### config.mk
export PLATFORM = sky130hd
export DESIGN_NAME = activation_arbiter
export DESIGN_NICKNAME = d
export VERILOG_FILES = /design/src/rtl/nn_pkg.sv /design/src/rtl/act_clamp.sv /design/src/rtl/activation_arbiter.sv
export SDC_FILE = /design/constraint.sdc
export NUM_CORES = 1
export LEC_CHECK = 0
export CORE_UTILIZATION = 35
export DETAILED_ROUTE_END_ITERATION = 7
export PLACE_DENSITY = 0.87
export SLEW_MARGIN = 20
export SYNTH_ARGS = -nofsm -noshare
export SYNTH_HDL_FRONTEND = slang
export SYNTH_SLANG_ARGS = --single-unit
### constraint.sdc
create_clock -name clk -period 3.2 [get_ports clk]
set_input_delay 0.48 -clock clk [delete_from_list [all_inputs] [get_ports clk]]
set_output_delay 0.48 -clock clk [all_outputs]
set_load 0.03 [all_outputs]
### src/rtl/nn_pkg.sv
// Shared neural-network constants and types: Q8.24 fixed-point values,
// the default datapath width and the arbiter response record.
package nn_pkg;

  localparam int ACT_WIDTH  = 32;
  localparam int ACT_ID_MAX = 4;

  localparam logic signed [ACT_WIDTH-1:0] Q_ONE  = 32'sh0100_0000;
  localparam logic signed [ACT_WIDTH-1:0] Q_ZERO = 32'sh0000_0000;

  typedef struct packed {
    logic [ACT_ID_MAX-1:0] id;
    logic [ACT_WIDTH-1:0]  data;
  } act_rsp_t;

  typedef enum logic {
    SLOT_EMPTY = 1'b0,
    SLOT_FULL  = 1'b1
  } slot_state_t;

endpackage

### src/rtl/act_clamp.sv
// Purely combinational signed saturation of a fixed-point value to
// [CLAMP_LO, CLAMP_HI]; both bounds pass through unchanged.
module act_clamp
  import nn_pkg::*;
#(
  parameter int                      WIDTH    = ACT_WIDTH,
  parameter logic signed [WIDTH-1:0] CLAMP_LO = Q_ZERO,
  parameter logic signed [WIDTH-1:0] CLAMP_HI = Q_ONE
) (
  input  logic signed [WIDTH-1:0] x,
  output logic signed [WIDTH-1:0] y
);

  always_comb begin
    if (x < CLAMP_LO)      y = CLAMP_LO;
    else if (x > CLAMP_HI) y = CLAMP_HI;
    else                   y = x;
  end

endmodule

### src/rtl/activation_arbiter.sv
// Round-robin arbiter sharing one registered activation clamp among NUM_REQ
// neuron accumulators. Optional saturation counters: ACT_SAT_STATS_EN.
//
// Handshake: a transfer happens on a rising edge where valid && ready are
// both high. Requesters hold data until accepted; the result slot holds
// rsp_id/rsp_data stable while rsp_valid && !rsp_ready.
module activation_arbiter
  import nn_pkg::*;
#(
  parameter int                      NUM_REQ  = 4,
  parameter int                      WIDTH    = ACT_WIDTH,
  parameter logic signed [WIDTH-1:0] CLAMP_LO = Q_ZERO,
  parameter logic signed [WIDTH-1:0] CLAMP_HI = Q_ONE,
  localparam int                     IDW      = $clog2(NUM_REQ)
) (
  input  logic                     clk,
  input  logic                     reset_n,
  input  logic [NUM_REQ-1:0]       req_valid,
  input  logic [NUM_REQ*WIDTH-1:0] req_data,
  output logic [NUM_REQ-1:0]       req_ready,
  output logic                     rsp_valid,
  input  logic                     rsp_ready,
  output logic [IDW-1:0]           rsp_id,
  output logic [WIDTH-1:0]         rsp_data
`ifdef ACT_SAT_STATS_EN
  ,
  input  logic                     stat_clear,
  output logic [15:0]              sat_hi_cnt,
  output logic [15:0]              sat_lo_cnt
`endif
);

  // First valid requester at or after ptr, wrapping modulo NUM_REQ.
  function automatic logic [IDW-1:0] rr_pick(input logic [NUM_REQ-1:0] v,
                                             input logic [IDW-1:0]     ptr);
    logic [IDW-1:0] pick;
    int             idx;
    pick = ptr;
    for (int k = NUM_REQ - 1; k >= 0; k--) begin
      idx = (int'(ptr) + k) % NUM_REQ;
      if (v[idx]) pick = IDW'(idx);
    end
    return pick;
  endfunction

  slot_state_t              state;
  logic [IDW-1:0]           rr_ptr;
  logic [IDW-1:0]           win;
  logic [IDW-1:0]           ptr_nxt;
  logic                     slot_avail;
  logic                     accept;
  logic signed [WIDTH-1:0]  win_data;
  logic signed [WIDTH-1:0]  clamped;

  assign win        = rr_pick(req_valid, rr_ptr);
  assign ptr_nxt    = (int'(win) == NUM_REQ - 1) ? '0 : win + 1'b1;
  assign slot_avail = (state == SLOT_EMPTY) || rsp_ready;
  assign win_data   = req_data[win*WIDTH +: WIDTH];
  assign accept     = |(req_valid & req_ready);
  assign rsp_valid  = (state == SLOT_FULL);

  // Gated by reset_n so no grant is ever offered while reset is held.
  always_comb begin
    req_ready = '0;
    if (reset_n && slot_avail && (|req_valid)) req_ready[win] = 1'b1;
  end

  act_clamp #(
    .WIDTH    (WIDTH),
    .CLAMP_LO (CLAMP_LO),
    .CLAMP_HI (CLAMP_HI)
  ) u_clamp (
    .x (win_data),
    .y (clamped)
  );

  always_ff @(posedge clk or negedge reset_n) begin
    if (!reset_n) begin
      state    <= SLOT_EMPTY;
      rr_ptr   <= '0;
      rsp_id   <= '0;
      rsp_data <= '0;
    end else begin
      case (state)
        SLOT_EMPTY: if (accept) state <= SLOT_FULL;
        SLOT_FULL:  if (rsp_ready && !accept) state <= SLOT_EMPTY;
        default:    state <= SLOT_EMPTY;
      endcase
      if (accept) begin
        rsp_id   <= win;
        rsp_data <= clamped;
        rr_ptr   <= ptr_nxt;
      end
    end
  end

`ifdef ACT_SAT_STATS_EN
  logic sat_hi_evt;
  logic sat_lo_evt;

  assign sat_hi_evt = accept && (win_data > CLAMP_HI);
  assign sat_lo_evt = accept && (win_data < CLAMP_LO);

  // Clear has priority over a same-cycle increment; counts stick at all-ones.
  always_ff @(posedge clk or negedge reset_n) begin
    if (!reset_n) begin
      sat_hi_cnt <= '0;
      sat_lo_cnt <= '0;
    end else if (stat_clear) begin
      sat_hi_cnt <= '0;
      sat_lo_cnt <= '0;
    end else begin
      if (sat_hi_evt && (sat_hi_cnt != 16'hFFFF)) sat_hi_cnt <= sat_hi_cnt + 16'd1;
      if (sat_lo_evt && (sat_lo_cnt != 16'hFFFF)) sat_lo_cnt <= sat_lo_cnt + 16'd1;
    end
  end
`endif

endmodule

==> results.md, run 1 <==
* FF/Latch Area at 901 sq um
* Arr. time, crit path at 2540 ps
* Status: finished clean
* Num Clock Sinks at 36
* Iteration-0 DRC Markers at 37
* Pin count of the biggest net entering global routing at 52
* Crit path from: req_valid[2]
* Fill cell count at 558
* Synth-to-layout area growth at 80.2%
* Clk_skew at between 9 and 10 ps
* Die Wd at roughly 85 microns
* Minimum clock period at 3020 ps
* Top cells by area, synth: dfrtp_1 37%, mux2i_1 20%, mux2_2 12%
* Cell with the most instances after synthesis: mux2i_1
* Post-cts sizing count at 0
* Synthesized net count at 382
* Total chip power at 3.02 mW
* Aggregate global routing overflow at 0
* YS warnings at 0
* Buffers on Ports at around 170
* CTS tree: yes
* Final Max Tran Viols at 0
* Num CTS Buffers at 5
* Cell area power density at 689 nW/um^2
* Initial antenna violation count at 0
* Post-synth EDFFs at 0
* Max VDD drop at 0.349 mV
* Async S/R FF share, synth at 100%
* CP max FO at 51
* Tot GR Track Use at 21.4%
* Max-capacitance violation count at 0
* Final nets at 561
* Clk buf depth at 2
* Routed WL per cell at 15.1 microns
* Placer congestion estimate at just over 0.8
* Ant. Diodes at 0
* Overall via count from detail_route at 2,500
* Post-Syn Area at 2430 sq um
* Area used by multi-input combinational logic at roughly 1400 sq um
* WL final at 7590 microns
* I/O Pins at 174
* Endpoints failing setup at 0
* Clock latency at the later pin of the worst-skew pair at 280 ps
* H-tree Lvls at 2
* Post-synth top area share at 37.0%
* Avg Inst Size Synth at about 10 sq um
* Top_reg_cell synth: dfrtp_1
* Initial Utilization at 36.0%
* Die ar. at 7290 sq um
* Clock transition at the registers of the reported paths at 70 ps
* Critical path class: input port to output pin
* Synth cell count leaders: 48 x mux2i_1, 36 x dfrtp_1, 32 x nand2_1
* First-pass GRT wire length at between 10,000 and 15,000 microns
* Startpoint type of the worst setup path: input port
* Die height at 85.4 microns
* Register area share after synthesis at 37.0%
* #FFs+latches synth at 36
* Crit end category: output pin
* Core Rows at 30
* Leading area contributor after synthesis: dfrtp_1
* Vias/cell at roughly 5
* Final Hold Fails at 0
* Leak pwr at between 1.5 and 2 nW
* Max Clock Freq at 0.331 GHz
* Final HPWL DP at 6100 microns
* Final period utilization at 94.4%
* Reg-to-reg startpoint: rr_ptr[1]$_DFFE_PN0P_
* DRC Markers at 0
* Worst EP required at 2720 ps
* Drt first pass iters at 4
* Mapped Cells at between 200 and 250
* Post-CTS Setup Bufs at 0
* Root Buffer: clkbuf_8
* Fraction of layout cells with a size suffix above 1 at 13.2%
* Min-Delay Path Class: input port to asynchronous set/reset pin
* R2r setup slk at 510 ps
* RSZ-0062 raised after global routing: no
* Detail Route Antenna Nets at 0
* Setup TNS at 0 ps
* Core area at 6760 sq um
* Synth unique cells at 38
* Hold-fix buffers at CTS at 0
* Vias in the first global route at 2,573
cells by family after synthesis:
kind of cell	after synthesis	synth area share [%]
AND/OR/NAND/NOR	67	13.3
adder cells (fa/ha/maj)	4	2.06
buffers and inverters	17	4.17
flip-flops	36	37.0
multiplexers	74	31.8
AO/OA/AOI/OAI	44	11.5
other	1	0.154
critical path, stage by stage:
cell and delay [ps]:
clkdlybuf4s50_1 560, nor3_1 100, a2111o_1 420, nand2_2 110, buf_12 320, ha_1 240
and2_1 150, buf_4 160
final cells by class:
cell class                 instances  area share [%]
clock buffer                       6            1.66
clock inverter                     2           0.799
inverter                           3           0.257
multi-input combinational        190            32.6
sequential                        36            20.5
tap                               80            2.28
timing repair buffer             186            41.8
metal layers:
metal,wire [microns],vias up,track usage (%)
li1,-,1224,-
met5,0,-,0
met4,84,0,3.94
met3,537,10,6.32
met2,4050,104,40.4
met1,2920,1162,23.8
state kept, by name, summed over array words and instances (netlist names):
name / count
rsp_data: 31
rr_ptr: 2
rsp_id: 2
rsp_valid: 1
final timing paths:
| path | endpoint | cells past startpoint |
|---|---|---|
| setup / recovery | req_ready[2] | 8 |
| setup reg to reg | rsp_data[4]$_DFFE_PN0P_ | 11 |
| hold reg to reg | rsp_data[30]$_DFFE_PN0P_ | 1 |
| max in group asynchronous | rr_ptr[0]$_DFFE_PN0P_ | 2 |
| hold / removal | rsp_data[22]$_DFFE_PN0P_ | 2 |
| min in group clk | rsp_data[30]$_DFFE_PN0P_ | 1 |
metrics by stage:
stage	hold WS [ps]	cell area [sq um]	worst slack, ps	util (%)	std cells
after global placement	463	4270	80.6	63.2	495
after CTS	293	4380	46.6	64.8	503
after global routing	305	4380	62.0	64.9	503
after detailed placement	470	4270	-20.0	63.2	495
after floorplan	184	2430	669	-	243
final	277	4380	179	64.9	503
layout by cell type (no fill, tap or decap), drive strengths merged, types with 3 or more instances in the layout:
master / Yosys / final
a21oi: 3 / 3
and2: 11 / 11
buf: 10 / 17
clkbuf: 4 / 6
clkdlybuf4s50: 0 / 167
dfrtp: 36 / 36
ha: 4 / 4
inv: 3 / 3
mux2: 26 / 26
mux2i: 48 / 48
nand2: 33 / 33
nor2b: 4 / 4
nor3: 6 / 6
nor4: 4 / 4
o21ai: 30 / 30
where the power goes:
| part | switching, mW | internal [mW] | total, mW |
|---|---|---|---|
| logic | 0.976 | 0.935 | 1.91 |
| registers | 0.102 | 0.619 | 0.721 |
| clock network | 0.155 | 0.231 | 0.387 |
No activity file was read; power rests on OpenSTA's default activity.
==> run 2, diff against run 1 <==
CTS_CLUSTER_SIZE = 28   (was not set)
TNS_END_PERCENT = 5   (was not set)
==> results of run 2 <==
Same layout as run 1: the final DEF is identical, and so are final timing and power.
